### config.mk
export PLATFORM = sky130hd
export DESIGN_NAME = fetch_ctrl
export DESIGN_NICKNAME = d
export VERILOG_FILES = /design/src/rtl/fetch_ctrl.sv
export SDC_FILE = /design/constraint.sdc
export NUM_CORES = 1
export LEC_CHECK = 0
export CAP_MARGIN = 20
export CORE_MARGIN = 1.5
export CORE_UTILIZATION = 40
export DETAILED_ROUTE_END_ITERATION = 8
export HOLD_SLACK_MARGIN = 0.08
export PLACE_DENSITY = 0.9
export SLEW_MARGIN = 20
export SYNTH_ARGS = -nofsm -noshare
export SYNTH_HDL_FRONTEND = slang
export SYNTH_SLANG_ARGS = --single-unit
export TNS_END_PERCENT = 10
### constraint.sdc
create_clock -name clk -period 1.8 [get_ports clk]
set_input_delay 0.36 -clock clk [delete_from_list [all_inputs] [get_ports clk]]
set_output_delay 0.36 -clock clk [all_outputs]
set_load 0.01 [all_outputs]
### src/rtl/fetch_ctrl.sv
// fetch_ctrl: F-stage sequencer owning the architectural PC.
// Drives the imem req/ack handshake and presents a registered instruction to D.
//
// Ports:
//   clk         system clock, all state updates on rising edge
//   reset       synchronous active-low reset (0 = reset)
//   npc         next PC from next-PC logic, used when D consumes
//   d_stall     D cannot accept the instruction this cycle
//   int_req     exception/interrupt entry, redirect to HANDLER_PC
//   eret        return from exception, redirect to epc
//   epc         exception return address
//   imem_req    instruction-memory request (state == REQ)
//   imem_addr   fetch address, equals pc
//   imem_ack    memory returns data this cycle
//   imem_rdata  instruction word, valid with imem_ack
//   pc          current architectural fetch PC
//   f_valid     f_instr/f_pc hold a fetched instruction
//   f_instr     instruction to D
//   f_pc        PC of f_instr
//   adel_f      fetch address error for f_instr
module fetch_ctrl #(
   parameter logic [31:0] RESET_PC   = 32'h0000_3000,
   parameter logic [31:0] HANDLER_PC = 32'h0000_4180,
   parameter logic [31:0] IMEM_LO    = 32'h0000_3000,
   parameter logic [31:0] IMEM_HI    = 32'h0000_6FFC
) (
   input  logic        clk,
   input  logic        reset,
   input  logic [31:0] npc,
   input  logic        d_stall,
   input  logic        int_req,
   input  logic        eret,
   input  logic [31:0] epc,
   output logic        imem_req,
   output logic [31:0] imem_addr,
   input  logic        imem_ack,
   input  logic [31:0] imem_rdata,
   output logic [31:0] pc,
   output logic        f_valid,
   output logic [31:0] f_instr,
   output logic [31:0] f_pc,
   output logic        adel_f
);

   typedef enum logic [1:0] {
      S_REQ  = 2'd0,
      S_FULL = 2'd1,
      S_BAD  = 2'd2
   } state_t;

   state_t      state, state_n;
   logic [31:0] pc_n;
   logic        discard, discard_n;
   logic        f_valid_n;
   logic [31:0] f_instr_n;
   logic [31:0] f_pc_n;
   logic        adel_n;

   logic        redirect;
   logic [31:0] target;

   function automatic logic legal(input logic [31:0] a);
      return (a[1:0] == 2'b00) && (a >= IMEM_LO) && (a <= IMEM_HI);
   endfunction

   assign imem_req  = (state == S_REQ);
   assign imem_addr = pc;

   assign redirect = int_req | eret;
   assign target   = int_req ? HANDLER_PC : epc;

   always_comb begin
      state_n   = state;
      pc_n      = pc;
      discard_n = discard;
      f_valid_n = f_valid;
      f_instr_n = f_instr;
      f_pc_n    = f_pc;
      adel_n    = adel_f;

      unique case (state)
         S_REQ: begin
            if (imem_ack) begin
               if (discard) begin
                  // Stale data from a request abandoned by a redirect.
                  discard_n = 1'b0;
                  state_n   = legal(pc) ? S_REQ : S_BAD;
               end else begin
                  f_instr_n = imem_rdata;
                  f_pc_n    = pc;
                  f_valid_n = 1'b1;
                  adel_n    = 1'b0;
                  state_n   = S_FULL;
               end
            end
         end
         S_FULL: begin
            if (!d_stall) begin
               pc_n      = npc;
               f_valid_n = 1'b0;
               state_n   = legal(npc) ? S_REQ : S_BAD;
            end
         end
         S_BAD: begin
            // Deliver a nop flagged with the address error.
            f_valid_n = 1'b1;
            f_instr_n = 32'h0;
            f_pc_n    = pc;
            adel_n    = 1'b1;
            state_n   = S_FULL;
         end
         default: begin
            state_n = S_REQ;
         end
      endcase

      // Redirect overrides stall and consume.
      if (redirect) begin
         pc_n      = target;
         f_valid_n = 1'b0;
         f_instr_n = f_instr;
         f_pc_n    = f_pc;
         adel_n    = 1'b0;
         if (state == S_REQ && !imem_ack) begin
            // Outstanding request must finish; drop its data later.
            discard_n = 1'b1;
            state_n   = S_REQ;
         end else begin
            discard_n = 1'b0;
            state_n   = legal(target) ? S_REQ : S_BAD;
         end
      end
   end

   always_ff @(posedge clk) begin
      if (!reset) begin
         state   <= S_REQ;
         pc      <= RESET_PC;
         discard <= 1'b0;
         f_valid <= 1'b0;
         f_instr <= 32'h0;
         f_pc    <= 32'h0;
         adel_f  <= 1'b0;
      end else begin
         state   <= state_n;
         pc      <= pc_n;
         discard <= discard_n;
         f_valid <= f_valid_n;
         f_instr <= f_instr_n;
         f_pc    <= f_pc_n;
         adel_f  <= adel_n;
      end
   end

endmodule

# ---- Yosys cells after proc, flatten, opt, wreduce, memory -nomap -nowiden
# Index checks and enable logic that the tools add are counted.
dict set report totals {
  ff_bits 101
  out_inout_bits 131
  in_bits 102
}
dict set report classes {
  magnitude_cmp 6
  n_eq_ne 8
  reduce_logical 24
  bitwise 3
  mux 30
}
# cell count
set op_table {}
lappend op_table {{$mux 32} 8}
lappend op_table {{$pmux 32 s2} 2}
lappend op_table {{$ge 32x14->1 const B} 3}
lappend op_table {{$le 32x15->1 const B} 3}
lappend op_table {{$mux 2} 8}
lappend op_table {{$mux 1} 9}
lappend op_table {{$logic_not 2->1} 4}
lappend op_table {{$reduce_and 4->1} 2}
lappend op_table {{$reduce_bool 2->1} 4}
lappend op_table {{$logic_and 1x1->1} 7}
lappend op_table {{$pmux 2 s3} 1}
lappend op_table {{$reduce_and 2->1} 3}
lappend op_table {{$ne 2x1->1 const B} 2}
lappend op_table {{$ne 2x2->1 const B} 2}
lappend op_table {{$ne 3x1->1 const B} 1}
lappend op_table {{$ne 3x3->1 const B} 1}
lappend op_table {{$pmux 1 s3} 1}
lappend op_table {{$reduce_and 3->1} 1}
lappend op_table {{$reduce_bool 3->1} 1}
lappend op_table {{$eq 2x1->1 const B} 1}
lappend op_table {{$eq 2x2->1 const B} 1}
lappend op_table {{$not 1->1} 2}
lappend op_table {{$pmux 1 s2} 1}
lappend op_table {{$reduce_or 2->1} 1}
lappend op_table {{2 further kinds} 2}

# ---- Logic depth before layout (Yosys ltp)
# Gate-level depths: netlist of the first run.
dict set report depth {
  ltp_word 8
  ltp_mapped 7
  depth_no_buf 4
}

# ---- Worst setup path after synthesis of the first run
# No wires, ideal clock.
dict set report synth_path {
  kind {input to register}
  startpoint {input port int_req}
  endpoint {register f_instr[4]}
  t_arrival_ns 1.568
  path_stages 5
  slack_ns 0.167
  path_buffers 2
  required_time_ns 1.734
  cell_sequence {buf_2 > a2111oi_4 > buf_6 > nand3_1 > a21boi_2}
}
dict set report synth_between {
  elab_chain_len 3
}
# item line_no
set synth_rtl {}
lappend synth_rtl {{from (decl)} 31} ;# input logic int_req,
lappend synth_rtl {{$or 1x1->1} 69} ;# assign redirect = int_req | eret;
lappend synth_rtl {{$not 1->1 (no source line)} -}
lappend synth_rtl {{$reduce_and 4->1 (no source line)} -}
lappend synth_rtl {{to (signal assigned)} 149} ;# f_instr <= f_instr_n;
lappend synth_rtl {{to (decl)} 40} ;# output logic [31:0] f_instr,
# Every way passes these cells.
# A chain may end at the register's enable or synchronous reset.

# ---- Worst setup path after layout of the first run
dict set report layout_path {
  startpoint {register pc[16], in the netlist imem_addr[16]}
  endpoint {output port imem_addr[16]}
}
# item line_no
set layout_lines {}
lappend layout_lines {{from (decl)} 38} ;# output logic [31:0] pc,
lappend layout_lines {{from (signal assigned)} 146} ;# pc <= pc_n;
lappend layout_lines {{to (decl)} 35} ;# output logic [31:0] imem_addr,
# No word-level cell between the ends.

==> results of run 1 <==
## power by group
part / internal, mW / switching [mW] / total, mW / leakage [nW]
Combinational: 0.592 / 0.412 / 1.00 / 1.67
Clock: 0.987 / 0.938 / 1.93 / 0.144
Sequential: 2.32 / 0.0970 / 2.42 / 0.827
Total: 3.90 / 1.45 / 5.35 / 2.64
## timing repair
action,in CTS,in global routing
gates resized for setup,7,11
pin swaps,0,0
endpoints found under the setup margin,12,42
## final timing paths
| kind | from | to | slack, ns |
|---|---|---|---|
| worst min register to register | f_pc[14] | f_pc[14] | 0.45 |
| worst max register to register | state[1] | f_pc[18] | 0.13 |
| worst min-delay path | reset | imem_addr[13] | 0.41 |
| worst max-delay path | imem_addr[16] | imem_addr[16] | 0.04 |
## Yosys cell counts (all sizes together)
cell     count
clkbuf      23
nor2b        4
o21ai        4
o311ai       2
a21boi      91
nand2      133
nand3       36
o31ai        3
nor4b        1
a21oi        4
nand2b       2
buf         52
nor3b        5
a211o        2
nor3         4
inv          2
o211ai       1
a2111oi      4
dfxtp      101
nand4        2
or3         27
nor2         7
nor4        12
xor2         2
mux2i       29
a211oi       1
## sequential cells by signal, indices dropped and copies added, names as in the netlist
name and flops:
adel_f 1, f_valid 1, state 2, f_instr 32, discard 1, imem_addr 32, f_pc 32
## through the flow
stage          hold slack, ns  cells  area [sq um]  power, mW  setup TNS (ns)
3_5_place_dp            0.445    885          7170       3.47          -19.84
4_1_cts                 0.410    901          7480       5.39               0
3_3_place_gp            0.440    885          7170       3.46          -16.45
6_report                0.406    901          7500       5.35               0
2_1_floorplan           0.453    554          4860       2.90               0
5_1_grt                 0.411    901          7500       5.58          -0.130
## cell families after synthesis
logic type | share of synthesized area
mux | 0.0597
simple gates | 0.223
flops | 0.416
xor+xnor | 0.00360
compound gates | 0.197
buf+inv | 0.101
## final cells by class
type	count	area [sq um]	share of cell area
clock buffer	9	225	0.0300
clock inverter	7	77.6	0.0103
inverter	2	7.51	0.00100
multi-input combinational	376	2370	0.316
sequential	101	2040	0.272
tap	147	184	0.0245
timing repair buffer	259	2590	0.346
## routing by layer
metal  share of wire  up-vias
met5               0        -
met4           0.031        0
met3           0.071       36
met2            0.48      222
met1            0.42     2139
li1                -     2263
==> impl_metrics.toml, run 1 <==
[layout]
final_nets = 851
area_growth_pct = 54.2
fill_cells = 986
layout-drive-gt1-share = 0.123
final_common_cell = "clkdlybuf4s50_1"
diodes = 0
mostFrequentLayoutCells = "clkdlybuf4s50_1 (228), nand2_1 (133), dfxtp_1 (86)"
fin_util = 0.630

[clocking]
clock_latency_ns = 0.34
clockRootBuffer = "clkbuf_16"
cts_hold_buf = 0
htreeDepth = 3
cts.sinks = 101
path_clk_slew_ns = 0.08
cts_buffers = 9
ctsLongestPathBuffers = 2
cts_setup_buffers = 0
tritoncts = "yes"

[sta]
finalHoldViolCount = 0
setup_viol = 0
max_freq_ghz = 0.567
min_period_over_period = 0.980
fin_skew_ns = 0.0114
tightestPinTransition_ns = 0.453
slew_viol_final = 0
grt_setup_unrepaired = "true"
fin_crit_ns = 1.76
slew_headroom = 0.690
setup_slack_ns = 0.0363

[worst_setup_path]
critical_path_class = "reg2out"
critPathMaxFanout = 5
cp.arrival_ns = 1.40
slowest_delay_ns = 0.60
cp.depth = 1
worstSetupEndpointType = "output pin"
worst_path_max_delay_cell = "clkdlybuf4s50_1"
cp.buffers_inverters = 1
r2r_cells = 6
startpoint_type = "register"
crit_chain = "clkdlybuf4s50_1"
crit_required_ns = 1.44
cp_top_family = "buffers and inverters"

[logic_synthesis]
synth_seq_area_share = 0.416
synthTopCellsByArea = "dfxtp_1 (42%), nand2_1 (10%), a21boi_2 (6.5%)"
syn_avg_cell_area_sq_um = 8.78
syn_inst = 554
yosys.area.top_type = "dfxtp_1"
synth_nets = 656
yosysWarnings = 0
ys_seq_elements = 101
yosysTopAreaCellShare = 0.416
synth.distinct_cells = 36
synth_area_sq_um = 4860

[global_routing]
busiest_layer = "met2"
grt_max_degree = 49
grt_use_total = 0.226
grt_overflow = 0
use_met3 = 0.0530
use_met2 = 0.387
grt_pass1_wl_um = 22800
grt_pass1_vias = 4451
grt.met1_usage = 0.271
grt_antenna_before_repair = 0

[routing]
wirelength_um = 14800
viasPerCell = 5.17
vias = 4660
firstDrtPassIters = 4
drc = 0
ant_nets = 0
wire_per_inst_um = 16.5
drt_iter0_markers = 346

[die]
initial_core_util = 0.408
dieWidth_um = 113
fp.coreArea_sq_um = 11900
dieArea_sq_um = 12800
ios = 233
dieHeight_um = 113
rows = 40

[power_and_ir_drop]
powerDensity_nw_per_um2 = 713
p_leak_nw = 2.64
ir_worst_vdd_mv = 0.418

[worst_hold_path]
min_path_type = "in2reg"
hold_depth = 2

[placed_design]
routabilityCongestion = 0.834
post-place-ws_ns = -0.302
io_buffers = 232
dpl.hpwl_um = 11400

[run_status]
status = "completed"

[job]
max_cap_violations = 0
Note: power is estimated with default switching activity, not from simulation.
==> run 2: changes to the inputs <==
- CELL_PAD_IN_SITES_DETAIL_PLACEMENT: not set -> 1
- CELL_PAD_IN_SITES_GLOBAL_PLACEMENT: not set -> 1
- CORE_UTILIZATION: 40 -> 29
- PLACE_DENSITY: 0.9 -> 0.91
==> impl_metrics.toml, run 2 (synthesis gave the netlist of run 1 again) <==
[global_routing]
grt_pass1_vias = 4974
grt_overflow = 0
busiest_layer = "met2"
grt_pass1_wl_um = 27800
grt.met1_usage = 0.241
grt_antenna_before_repair = 0
use_met2 = 0.368
grt_max_degree = 57
use_met3 = 0.0375
grt_use_total = 0.205

[sta]
slew_viol_final = 0
max_freq_ghz = 0.567
grt_setup_unrepaired = "false"
fin_crit_ns = 1.76
setup_viol = 0
finalHoldViolCount = 0
fin_skew_ns = 0.00661
setup_slack_ns = 0.0370
min_period_over_period = 0.979
tightestPinTransition_ns = 0.422
slew_headroom = 0.711

[die]
dieArea_sq_um = 17600
ios = 233
fp.coreArea_sq_um = 16500
initial_core_util = 0.295
dieHeight_um = 132
rows = 47
dieWidth_um = 132

[placed_design]
post-place-ws_ns = -0.285
placed_cells = 964
io_buffers = 232
dpl.hpwl_um = 14300
routabilityCongestion = 0.819

[routing]
firstDrtPassIters = 4
drc = 0
wirelength_um = 18000
vias = 4708
wire_per_inst_um = 18.4
ant_nets = 0
viasPerCell = 4.80
drt_iter0_markers = 169

[worst_setup_path]
crit_chain = "clkdlybuf4s50_1"
cp.depth = 1
startpoint_type = "register"
worst_path_max_delay_cell = "clkdlybuf4s50_1"
r2r_cells = 5
slowest_delay_ns = 0.60
critPathMaxFanout = 5
cp.buffers_inverters = 1
cp_top_family = "buffers and inverters"
crit_required_ns = 1.44
worstSetupEndpointType = "output pin"
critical_path_class = "reg2out"
cp.arrival_ns = 1.40

[clocking]
cts_setup_buffers = 0
cts_buffers = 9
clock_latency_ns = 0.34
clockRootBuffer = "clkbuf_16"
ctsLongestPathBuffers = 2
cts.sinks = 101
htreeDepth = 3
cts_hold_buf = 0
path_clk_slew_ns = 0.07
tritoncts = "yes"

[layout]
diodes = 0
instances_no_fill = 980
mostFrequentLayoutCells = "clkdlybuf4s50_1 (226), nand2_1 (133), dfxtp_1 (85)"
final_common_cell = "clkdlybuf4s50_1"
final_nets = 857
layout-drive-gt1-share = 0.132
area_growth_pct = 57.5

[power_and_ir_drop]
powerDensity_nw_per_um2 = 703
p_leak_nw = 2.72
ir_worst_vdd_mv = 0.388

[job]
max_cap_violations = 0

[worst_hold_path]
hold_depth = 2
min_path_type = "in2reg"

[run_status]
status = "completed"
## run 2: cell types whose count changed in the layout (fill, tap and decap cells not counted), sizes merged
cell / before / now
clkinv: 2 / 3
clkdlybuf4s50: 228 / 226
dlymetal6s2s: 1 / 3
clkbuf: 9 / 10
clkinvlp: 1 / 0
buf: 29 / 35
inv: 6 / 5
## run 2: cell type report
class | instances | area [sq um]
Tap cell | 220 | 275
Multi-Input combinational cell | 376 | 2370
Sequential cell | 101 | 2040
Inverter | 2 | 7.51
Clock buffer | 10 | 239
Fill cell | 1858 | 8810
Timing Repair Buffer | 265 | 2680
Clock inverter | 6 | 51.3
## run 2: repair_timing
action	4_1_cts	5_1_grt
gates resized for setup	13	7
endpoints found under the hold margin	0	0
endpoints found under the setup margin	25	11
## run 2: power breakdown
| group | leakage, nW | switching, mW | total (mW) | internal, mW |
|---|---|---|---|---|
| clock | 0.145 | 0.914 | 1.91 | 1.00 |
| combinational | 1.74 | 0.440 | 1.05 | 0.610 |
| sequential | 0.828 | 0.102 | 2.42 | 2.32 |
| total | 2.72 | 1.46 | 5.39 | 3.93 |
## run 2: metrics by stage
step	area (sq um)	total power, mW	hold WS (ns)	setup TNS, ns	utilization
floorplan	4860	2.90	0.453	0	-
global placement	7340	3.50	0.440	-15.29	0.446
detailed placement	7340	3.53	0.448	-20.17	0.446
CTS	7650	5.44	0.402	0	0.464
global route	7660	5.62	0.417	0	0.465
finish	7660	5.39	0.404	0	0.465
## run 2: worst paths after layout
| path | from | to | slack [ns] |
|---|---|---|---|
| worst min-delay path | reset | imem_addr[12] | 0.40 |
| worst max register to register | state[0] | imem_addr[23] | 0.12 |
| worst min register to register | f_pc[23] | f_pc[23] | 0.46 |
| worst max-delay path | imem_addr[1] | imem_addr[1] | 0.04 |
## run 2: routing by layer
layer | vias up | routed length, um
li1 | 2270 | -
met1 | 2231 | 7610
met2 | 182 | 8930
met3 | 25 | 950
met4 | 0 | 497
met5 | - | 0
==> run 3: changes to the inputs <==
- SLEW_MARGIN: 20 -> not set
- TNS_END_PERCENT: 10 -> not set
==> results of run 3 <==
Final layout, timing and power as in run 2 (identical DEF).
